### src/rtl/aes_pipe_scheduler_pkg.sv
// Shared types and constants for the AES pipeline scheduler.
package aes_pipe_scheduler_pkg;

    localparam int NUM_ROUNDS = 10;

    typedef logic [127:0] state_t;
    typedef logic [127:0] key_t;

    typedef enum logic {AES_ENC = 1'b0, AES_DEC = 1'b1} aes_mode_t;

    // Scheduler FSM encoding
    typedef logic [1:0] sched_state_t;
    localparam logic [1:0] ST_RUN   = 2'd0;
    localparam logic [1:0] ST_DRAIN = 2'd1;
    localparam logic [1:0] ST_HALT  = 2'd2;

    // Pick the core output that matches the block's direction.
    function automatic state_t sel_core_out(input aes_mode_t mode, input state_t enc, input state_t dec);
        return (mode == AES_DEC) ? dec : enc;
    endfunction

endpackage

### src/rtl/aes_pipe_scheduler_if.sv
// Requester-side request bus and consumer-side response bus of the scheduler.
interface aes_pipe_scheduler_if #(
    parameter int NUM_REQ = 2,
    parameter int TAG_W   = 4
);
    import aes_pipe_scheduler_pkg::*;

    localparam int ID_W = $clog2(NUM_REQ);

    logic [NUM_REQ-1:0]            req_valid;
    logic [NUM_REQ-1:0]            req_ready;
    logic [NUM_REQ-1:0]            req_mode;
    state_t [NUM_REQ-1:0]          req_data;
    key_t [NUM_REQ-1:0]            req_key;
    logic [NUM_REQ-1:0][TAG_W-1:0] req_tag;

    logic                          rsp_valid;
    logic                          rsp_ready;
    state_t                        rsp_data;
    logic [ID_W-1:0]               rsp_id;
    logic [TAG_W-1:0]              rsp_tag;

    // Requesters and response consumer
    modport master (
        output req_valid, req_mode, req_data, req_key, req_tag, rsp_ready,
        input  req_ready, rsp_valid, rsp_data, rsp_id, rsp_tag
    );

    // Scheduler
    modport slave (
        input  req_valid, req_mode, req_data, req_key, req_tag, rsp_ready,
        output req_ready, rsp_valid, rsp_data, rsp_id, rsp_tag
    );
endinterface

### src/rtl/aes_resp_fifo.sv
// Synchronous response FIFO; push and pop may coincide at any fill level.
module aes_resp_fifo #(
    parameter int  DEPTH = 16,
    parameter int  CNT_W = $clog2(DEPTH + 1),
    parameter type T     = logic
) (
    input  logic             clk_i,
    input  logic             rst_ni,
    input  logic             push_i,
    input  T                 wdata_i,
    input  logic             pop_i,
    output T                 rdata_o,
    output logic             empty_o,
    output logic [CNT_W-1:0] count_o
);
    localparam int AW = $clog2(DEPTH);

    T                 mem_q [DEPTH];
    logic [AW-1:0]    wr_q;
    logic [AW-1:0]    rd_q;
    logic [CNT_W-1:0] cnt_q;
    logic             do_pop;
    logic             full;

    assign empty_o = (cnt_q == '0);
    assign full    = (cnt_q == CNT_W'(DEPTH));
    assign count_o = cnt_q;
    assign do_pop  = pop_i && !empty_o;
    // Head is forced to zero when empty so stale storage never shows on the outputs
    assign rdata_o = empty_o ? T'('0) : mem_q[rd_q];

    // Storage needs no reset: only entries covered by the count are ever visible
    always_ff @(posedge clk_i) begin
        if (push_i) mem_q[wr_q] <= wdata_i;
    end

    // Pointers and occupancy; DEPTH is a power of two so pointers wrap naturally
    always_ff @(posedge clk_i or negedge rst_ni) begin
        if (!rst_ni) begin
            wr_q  <= '0;
            rd_q  <= '0;
            cnt_q <= '0;
        end else begin
            if (push_i) wr_q <= wr_q + 1'b1;
            if (do_pop) rd_q <= rd_q + 1'b1;
            case ({push_i, do_pop})
                2'b10:   cnt_q <= cnt_q + 1'b1;
                2'b01:   cnt_q <= cnt_q - 1'b1;
                default: cnt_q <= cnt_q;
            endcase
        end
    end

    // The issuer's credit check must make this unreachable
    a_no_overflow: assert property (@(posedge clk_i) disable iff (!rst_ni)
        !(push_i && full && !do_pop))
        else $error("push into full response FIFO");

endmodule

### src/rtl/aes_pipe_scheduler.sv
// Round-robin scheduler sharing one fixed-latency AES encoder/decoder pair
// between NUM_REQ requesters, with sideband tracking and a credited response FIFO.
module aes_pipe_scheduler
    import aes_pipe_scheduler_pkg::*;
#(
    parameter int NUM_REQ    = 2,
    parameter int LATENCY    = NUM_ROUNDS,
    parameter int FIFO_DEPTH = 16,
    parameter int TAG_W      = 4
) (
    input  logic                clk_i,
    input  logic                rst_ni,
    aes_pipe_scheduler_if.slave bus,
    output state_t              core_in_o,
    output key_t                core_key_o,
    input  state_t              enc_out_i,
    input  state_t              dec_out_i,
    input  logic                flush_i,
    output logic                flush_done_o,
    output logic                busy_o
);
    localparam int ID_W  = $clog2(NUM_REQ);
    localparam int CNT_W = $clog2(FIFO_DEPTH + 1);
    localparam int SUM_W = CNT_W + 1;

    typedef struct packed {
        logic             vld;
        aes_mode_t        mode;
        logic [ID_W-1:0]  id;
        logic [TAG_W-1:0] tag;
    } sched_tag_t;

    typedef struct packed {
        state_t           data;
        logic [ID_W-1:0]  id;
        logic [TAG_W-1:0] tag;
    } rsp_entry_t;

    logic [ID_W-1:0]         rr_q;
    logic                    win_vld;
    logic [ID_W-1:0]         win_id;
    logic                    grant;
    logic [NUM_REQ-1:0]      ready;
    logic [CNT_W-1:0]        inflight_q;
    logic [CNT_W-1:0]        fifo_cnt;
    logic                    fifo_empty;
    logic [SUM_W-1:0]        used;
    logic                    drained;
    sched_state_t            state_q;
    sched_state_t            state_d;
    sched_tag_t [LATENCY-1:0] sb_q;
    sched_tag_t              sb_in;
    sched_tag_t              sb_out;
    logic                    push;
    logic                    pop;
    rsp_entry_t              push_entry;
    rsp_entry_t              head;

    // Requester index k slots after base, wrapping at NUM_REQ
    function automatic logic [ID_W-1:0] rr_slot(input logic [ID_W-1:0] base, input int k);
        int s;
        s = int'(base) + k;
        if (s >= NUM_REQ) s = s - NUM_REQ;
        return ID_W'(s);
    endfunction

    // Round-robin pick: first valid requester at or after rr_q
    always_comb begin
        win_vld = 1'b0;
        win_id  = '0;
        for (int k = 0; k < NUM_REQ; k++) begin
            if (!win_vld && bus.req_valid[rr_slot(rr_q, k)]) begin
                win_vld = 1'b1;
                win_id  = rr_slot(rr_q, k);
            end
        end
    end

    // Every in-flight block already owns a FIFO slot, since the cores cannot stall.
    // A flush request also blocks the grant in its own cycle so nothing slips in.
    assign used    = SUM_W'(fifo_cnt) + SUM_W'(inflight_q);
    assign grant   = win_vld && (used < SUM_W'(FIFO_DEPTH)) && (state_q == ST_RUN) && !flush_i;
    assign drained = (inflight_q == '0) && fifo_empty;

    // One-hot ready for the winner only
    always_comb begin
        ready         = '0;
        ready[win_id] = grant;
    end
    assign bus.req_ready = ready;

    assign core_in_o  = grant ? bus.req_data[win_id] : '0;
    assign core_key_o = grant ? bus.req_key[win_id]  : '0;

    // Pointer advances past the winner, and only when something was granted
    always_ff @(posedge clk_i or negedge rst_ni) begin
        if (!rst_ni)    rr_q <= '0;
        else if (grant) rr_q <= (win_id == ID_W'(NUM_REQ - 1)) ? '0 : win_id + 1'b1;
    end

    // Sideband rides alongside the core pipeline; the tail lines up with core output
    assign sb_in  = '{vld: grant, mode: aes_mode_t'(bus.req_mode[win_id]), id: win_id, tag: bus.req_tag[win_id]};
    assign sb_out = sb_q[LATENCY-1];

    // Shift the sideband every cycle; reset clears vld so stale core data is ignored
    always_ff @(posedge clk_i or negedge rst_ni) begin
        if (!rst_ni) begin
            sb_q <= '0;
        end else begin
            sb_q[0] <= sb_in;
            for (int s = 1; s < LATENCY; s++) sb_q[s] <= sb_q[s-1];
        end
    end

    assign push       = sb_out.vld;
    assign push_entry = '{data: sel_core_out(sb_out.mode, enc_out_i, dec_out_i), id: sb_out.id, tag: sb_out.tag};

    // In-flight count tracks the vld bits inside the sideband
    always_ff @(posedge clk_i or negedge rst_ni) begin
        if (!rst_ni) begin
            inflight_q <= '0;
        end else begin
            case ({grant, push})
                2'b10:   inflight_q <= inflight_q + 1'b1;
                2'b01:   inflight_q <= inflight_q - 1'b1;
                default: inflight_q <= inflight_q;
            endcase
        end
    end

    aes_resp_fifo #(
        .DEPTH (FIFO_DEPTH),
        .CNT_W (CNT_W),
        .T     (rsp_entry_t)
    ) u_fifo (
        .clk_i   (clk_i),
        .rst_ni  (rst_ni),
        .push_i  (push),
        .wdata_i (push_entry),
        .pop_i   (pop),
        .rdata_o (head),
        .empty_o (fifo_empty),
        .count_o (fifo_cnt)
    );

    assign bus.rsp_valid = !fifo_empty;
    assign pop           = bus.rsp_valid && bus.rsp_ready;
    assign bus.rsp_data  = head.data;
    assign bus.rsp_id    = head.id;
    assign bus.rsp_tag   = head.tag;

    // RUN -> DRAIN on flush, DRAIN -> HALT once empty, HALT -> RUN when flush drops
    always_comb begin
        state_d = state_q;
        case (state_q)
            ST_RUN:   if (flush_i) state_d = ST_DRAIN;
            ST_DRAIN: if (drained) state_d = ST_HALT;
            ST_HALT:  if (!flush_i) state_d = ST_RUN;
            default:  state_d = ST_RUN;
        endcase
    end

    // FSM state register
    always_ff @(posedge clk_i or negedge rst_ni) begin
        if (!rst_ni) state_q <= ST_RUN;
        else         state_q <= state_d;
    end

    assign flush_done_o = (state_q == ST_DRAIN) && drained;
    assign busy_o       = (inflight_q != '0) || !fifo_empty;

endmodule

### src/flat_wrapper.sv
// flat-port wrapper written by rule: the top's interface ports become plain ports
module aes_pipe_scheduler_flat import aes_pipe_scheduler_pkg::*;
#(
    parameter int NUM_REQ    = 2,
    parameter int LATENCY    = NUM_ROUNDS,
    parameter int FIFO_DEPTH = 16,
    parameter int TAG_W      = 4
)
  (clk_i, rst_ni, core_in_o, core_key_o, enc_out_i, dec_out_i, flush_i, flush_done_o, busy_o, bus_req_valid, bus_req_mode, bus_req_data, bus_req_key, bus_req_tag, bus_rsp_ready, bus_req_ready, bus_rsp_valid, bus_rsp_data, bus_rsp_id, bus_rsp_tag);
  aes_pipe_scheduler_if #(.NUM_REQ(NUM_REQ), .TAG_W(TAG_W)) bus_i ();
  input  logic clk_i;
  input  logic rst_ni;
  output state_t core_in_o;
  output key_t core_key_o;
  input  state_t enc_out_i;
  input  state_t dec_out_i;
  input  logic flush_i;
  output logic flush_done_o;
  output logic busy_o;
  input wire logic [$bits(bus_i.req_valid)-1:0] bus_req_valid;
  input wire logic [$bits(bus_i.req_mode)-1:0] bus_req_mode;
  input wire logic [$bits(bus_i.req_data)-1:0] bus_req_data;
  input wire logic [$bits(bus_i.req_key)-1:0] bus_req_key;
  input wire logic [$bits(bus_i.req_tag)-1:0] bus_req_tag;
  input wire logic [$bits(bus_i.rsp_ready)-1:0] bus_rsp_ready;
  output wire logic [$bits(bus_i.req_ready)-1:0] bus_req_ready;
  output wire logic [$bits(bus_i.rsp_valid)-1:0] bus_rsp_valid;
  output wire logic [$bits(bus_i.rsp_data)-1:0] bus_rsp_data;
  output wire logic [$bits(bus_i.rsp_id)-1:0] bus_rsp_id;
  output wire logic [$bits(bus_i.rsp_tag)-1:0] bus_rsp_tag;
  assign bus_i.req_valid = bus_req_valid;
  assign bus_i.req_mode = bus_req_mode;
  assign bus_i.req_data = bus_req_data;
  assign bus_i.req_key = bus_req_key;
  assign bus_i.req_tag = bus_req_tag;
  assign bus_i.rsp_ready = bus_rsp_ready;
  assign bus_req_ready = bus_i.req_ready;
  assign bus_rsp_valid = bus_i.rsp_valid;
  assign bus_rsp_data = bus_i.rsp_data;
  assign bus_rsp_id = bus_i.rsp_id;
  assign bus_rsp_tag = bus_i.rsp_tag;
  aes_pipe_scheduler #(.NUM_REQ(NUM_REQ), .LATENCY(LATENCY), .FIFO_DEPTH(FIFO_DEPTH), .TAG_W(TAG_W)) u_core (.clk_i(clk_i), .rst_ni(rst_ni), .bus(bus_i), .core_in_o(core_in_o), .core_key_o(core_key_o), .enc_out_i(enc_out_i), .dec_out_i(dec_out_i), .flush_i(flush_i), .flush_done_o(flush_done_o), .busy_o(busy_o));
endmodule
### config.mk
export PLATFORM = sky130hd
export DESIGN_NAME = aes_pipe_scheduler_flat
export DESIGN_NICKNAME = d
export VERILOG_FILES = /design/src/rtl/aes_pipe_scheduler_pkg.sv /design/src/rtl/aes_pipe_scheduler_if.sv /design/src/rtl/aes_resp_fifo.sv /design/src/rtl/aes_pipe_scheduler.sv /design/src/flat_wrapper.sv
export SDC_FILE = /design/constraint.sdc
export NUM_CORES = 2
export LEC_CHECK = 0
export ABC_AREA = 1
export CAP_MARGIN = 20
export CORE_AREA = 2 2 456 458
export DETAILED_ROUTE_END_ITERATION = 10
export DIE_AREA = 0 0 458 460
export PLACE_DENSITY = 0.7
export SKIP_CTS_REPAIR_TIMING = 1
export SYNTH_ARGS = -nofsm -noshare
export SYNTH_HDL_FRONTEND = slang
export SYNTH_SLANG_ARGS = --single-unit
### constraint.sdc
create_clock -name clk_i -period 20.5 [get_ports clk_i]
set_input_delay 4.1 -clock clk_i [delete_from_list [all_inputs] [get_ports clk_i]]
set_output_delay 4.1 -clock clk_i [all_outputs]
set_load 0.005 [all_outputs]
==> reports/qor.yml <==
timing.critical_path.from_type: "primary input"
critical_path_class: "in -> out"
die_area_sq_um: 211000
place.detailed.hpwl_microns: 257000
layout_commonest_cell: "sky130_fd_sc_hd__nand2_1"
detailed_route_wirelength_on_metal2_microns: 182000
total_switching_power_w: 0.00547
synthSimpleGateAreaFrac: 0.217
critical_path.endpoint_type: "output port"
timing_worst_slew_pin_value_ns: 1.26
synth_cells: 9587
drtAntennaViolNets: 0
cts.path.max_buffers: 3
crit_fanout: 96
utilization: 0.574
via_count: 74600
detail_route.wirelength_microns: 393000
vdd.ir_drop.worst_mv: 0.157
outcome: "completed"
clkSinkCount: 2219
filler_free_cell_count_of_the_finished_design: 13400
muxShareOfSynthArea: 0.0147
leading_cell_types_in_the_layout_fill_and_taps_excluded: "sky130_fd_sc_hd__nand2_1, sky130_fd_sc_hd__edfxtp_1, sky130_fd_sc_hd__nand3_1"
coreArea_sq_um: 206000
power.combinational.fraction: 0.376
flop_and_latch_count_out_of_synthesis: 2219
route.detailed.vias_per_inst: 5.56
clk_skew_ns: 0.0332
final_weighted_congestion_in_routability_driven_placement: 0.999
p_int_w: 0.00904
max_clock_freq_mhz: 83.3
grt_util_all_layers: 0.363
synth_top_family_by_area: "simple AND/OR/NAND/NOR gates"
min_period_ns: 12.00
synth_seq_area_share: 0.674
final.hold.worst_slack_ns: 0.337
clock_tree.htree_level_count: 4
number_of_global_route_vias_before_repair: 69100
max-cap-violations: 0
wl_per_cell_microns: 29.3
synth-xor-area-share: 0.00125
nNetsFinal: 11300
setup_repair_after_global_routing_missed_its_margin: "false"
timing.final.hold_violations: 0
slew_headroom: 0.161
overflow: 0
synthDistinctLibCells: 31
worst_ep_arrival_time_ns: 7.90
chipHeight_microns: 460
leakagePower_nw: 47.8
first_pass_iters: 6
insertion_delay_ns: 0.85
p_clk_frac: 0.258
topRoutingLayerUsed: "met5"
timing.final.crit_share: 0.585
synth_compound_gate_area_share: 0.0190
worst_setup_hold_path_clk_slew_ns: 0.06
cts-buffers-inserted: 211
avg_cell_area_syn_sq_um: 10.2
syn_area_sq_um: 98300
drc_errors: 0
met3WireLength_microns: 44900
drt_first_iter_violations: 10100
length_of_routed_wiring_on_met1_microns: 140000
yosys.area_share.adder: 0.00237
start_util: 0.477
cts_tree: "built"
drv_slew: 0
antenna_violations_before_repair: 128
rows: 167
num_io_pins: 1178
drive_above_1_share: 0.0511
critPathRequiredTime_ns: 16.40
power_per_standard_cell_area_nw_per_um2: 123
synthToLayoutAreaGrowth_pct: 20.3
port_buffers: 1177
syn-num-nets: 10400
cell_count_after_placement: 13000
clock-root-buffer: "sky130_fd_sc_hd__clkbuf_16"
finalSetupViolCount: 0
portion_of_total_power_attributed_to_sequential_cells: 0.366
hold_class: "reg -> reg"
grt_pass1_wl_microns: 533000
setup_tns_after_final_layout_ns: 0
largest_net_degree_at_the_start_of_global_routing: 266
ys_warn_count: 0
report.power.total_w: 0.0145
power.switching_fraction: 0.377
dieWidth_microns: 458
[through the flow]
| stage | instance area [sq um] | setup WS [ns] |
|---|---|---|
| after floorplan | 98300 | 11.38 |
| after global placement | 111000 | 8.69 |
| after detailed placement | 111000 | 8.60 |
| after CTS | 118000 | 8.60 |
| after global routing | 118000 | 8.40 |
| final | 118000 | 8.50 |
[cell families (layout without fill, tap and decap cells)]
family          count (synthesis)  after routing
xor+xnor                       14             14
fa+ha+maj                      18             18
other cells                     0             40
mux                           128            128
flops                        2219           2219
compound gates                372            372
simple gates                 5174           5174
buf+inv                      1662           2754
[cells in the mapped netlist]
cell                       count  share of area
sky130_fd_sc_hd__o22ai_1       1       0.000064
sky130_fd_sc_hd__xor2_1        9        0.00080
sky130_fd_sc_hd__o21ai_1       1       0.000051
sky130_fd_sc_hd__nand3_1    1339          0.068
sky130_fd_sc_hd__nor2_4        1        0.00011
sky130_fd_sc_hd__buf_8         1        0.00015
sky130_fd_sc_hd__a21oi_1     359          0.018
sky130_fd_sc_hd__fa_1          1        0.00020
sky130_fd_sc_hd__clkinv_1      1       0.000038
sky130_fd_sc_hd__nor2_1       25        0.00096
sky130_fd_sc_hd__buf_2       291          0.015
sky130_fd_sc_hd__o21bai_1      2        0.00015
sky130_fd_sc_hd__clkbuf_1    145         0.0055
sky130_fd_sc_hd__nand3b_1      1       0.000076
sky130_fd_sc_hd__nand2_2       2        0.00013
sky130_fd_sc_hd__buf_4        29         0.0022
sky130_fd_sc_hd__dfrtp_1      91          0.023
sky130_fd_sc_hd__o21ai_0       8        0.00041
sky130_fd_sc_hd__a21boi_0      1       0.000076
sky130_fd_sc_hd__inv_1      1090          0.042
sky130_fd_sc_hd__inv_4         1       0.000064
sky130_fd_sc_hd__nand4_1      64         0.0041
sky130_fd_sc_hd__xnor2_1       5        0.00045
sky130_fd_sc_hd__nand2_1    3741           0.14
sky130_fd_sc_hd__buf_6        55         0.0063
sky130_fd_sc_hd__buf_1        46         0.0018
sky130_fd_sc_hd__ha_1         17         0.0022
sky130_fd_sc_hd__mux2_2      128          0.015
sky130_fd_sc_hd__inv_2         3        0.00011
sky130_fd_sc_hd__nor4_1        1       0.000064
sky130_fd_sc_hd__edfxtp_1   2128           0.65
[area by class of cell]
class / count / area [sq um]
antenna: 40 / 100
clock buffer: 297 / 5940
clock inverter: 91 / 639
fill: 16900 / 87800
inverter: 1095 / 4160
multi-input combinational: 5706 / 25100
sequential: 2219 / 66200
tap: 2704 / 3380
timing repair buffer: 1271 / 12700
[worst paths after layout]
check / from / endpoint / slack (ns) / depth (start not counted)
worst min register to register: u_core.sb_q[4] / u_core.sb_q[11] / 0.34 / 0
worst min-delay path: u_core.sb_q[4] / u_core.sb_q[11] / 0.34 / 0
worst max register to register: u_core.push / u_core.u_fifo.mem_q[11][105] / 16.05 / 5
min in group asynchronous: rst_ni / u_core.state_q[0] / 3.24 / 1
worst max-delay path: flush_i / core_in_o[9] / 8.50 / 9
max in group asynchronous: rst_ni / u_core.u_fifo.rd_q[0] / 15.83 / 2
[critical path: stages]
cell and delay, ns:
sky130_fd_sc_hd__clkdlybuf4s50_1 0.56, sky130_fd_sc_hd__nor2_1 0.15, sky130_fd_sc_hd__nand2_1 0.10, sky130_fd_sc_hd__nor2_4 0.12, sky130_fd_sc_hd__buf_4 0.55, sky130_fd_sc_hd__nand2_8 0.49, sky130_fd_sc_hd__buf_4 0.66, sky130_fd_sc_hd__a21oi_1 0.32
sky130_fd_sc_hd__clkdlybuf4s50_1 0.65
[power groups by stage]
stage | combinational, W | clock, W | sequential (W)
floorplan | 0.00322 | 0 | 0.00529
global placement | 0.00531 | 0 | 0.00539
detailed placement | 0.00537 | 0 | 0.00540
CTS | 0.00541 | 0.00377 | 0.00530
global route | 0.00585 | 0.00394 | 0.00531
finish | 0.00546 | 0.00375 | 0.00530
[routing by layer]
layer | vias up | GRT usage
met4 | 102 | 0.207
met5 | - | 0
li1 | 33400 | -
met1 | 36100 | 0.446
met3 | 814 | 0.112
met2 | 4226 | 0.570
[state kept, by name, summed over array words and instances (netlist names)]
name / count
u_core.push: 1
u_core.rr_q: 1
u_core.u_fifo.rd_q: 4
u_core.sb_q: 63
u_core.u_fifo.wr_q: 4
u_core.inflight_q: 5
u_core.u_fifo.count_o: 5
u_core.push_entry: 5
u_core.u_fifo.mem_q: 2128
u_core.state_q: 2
u_core.sb_out: 1
(Power assumes the default switching activity.)
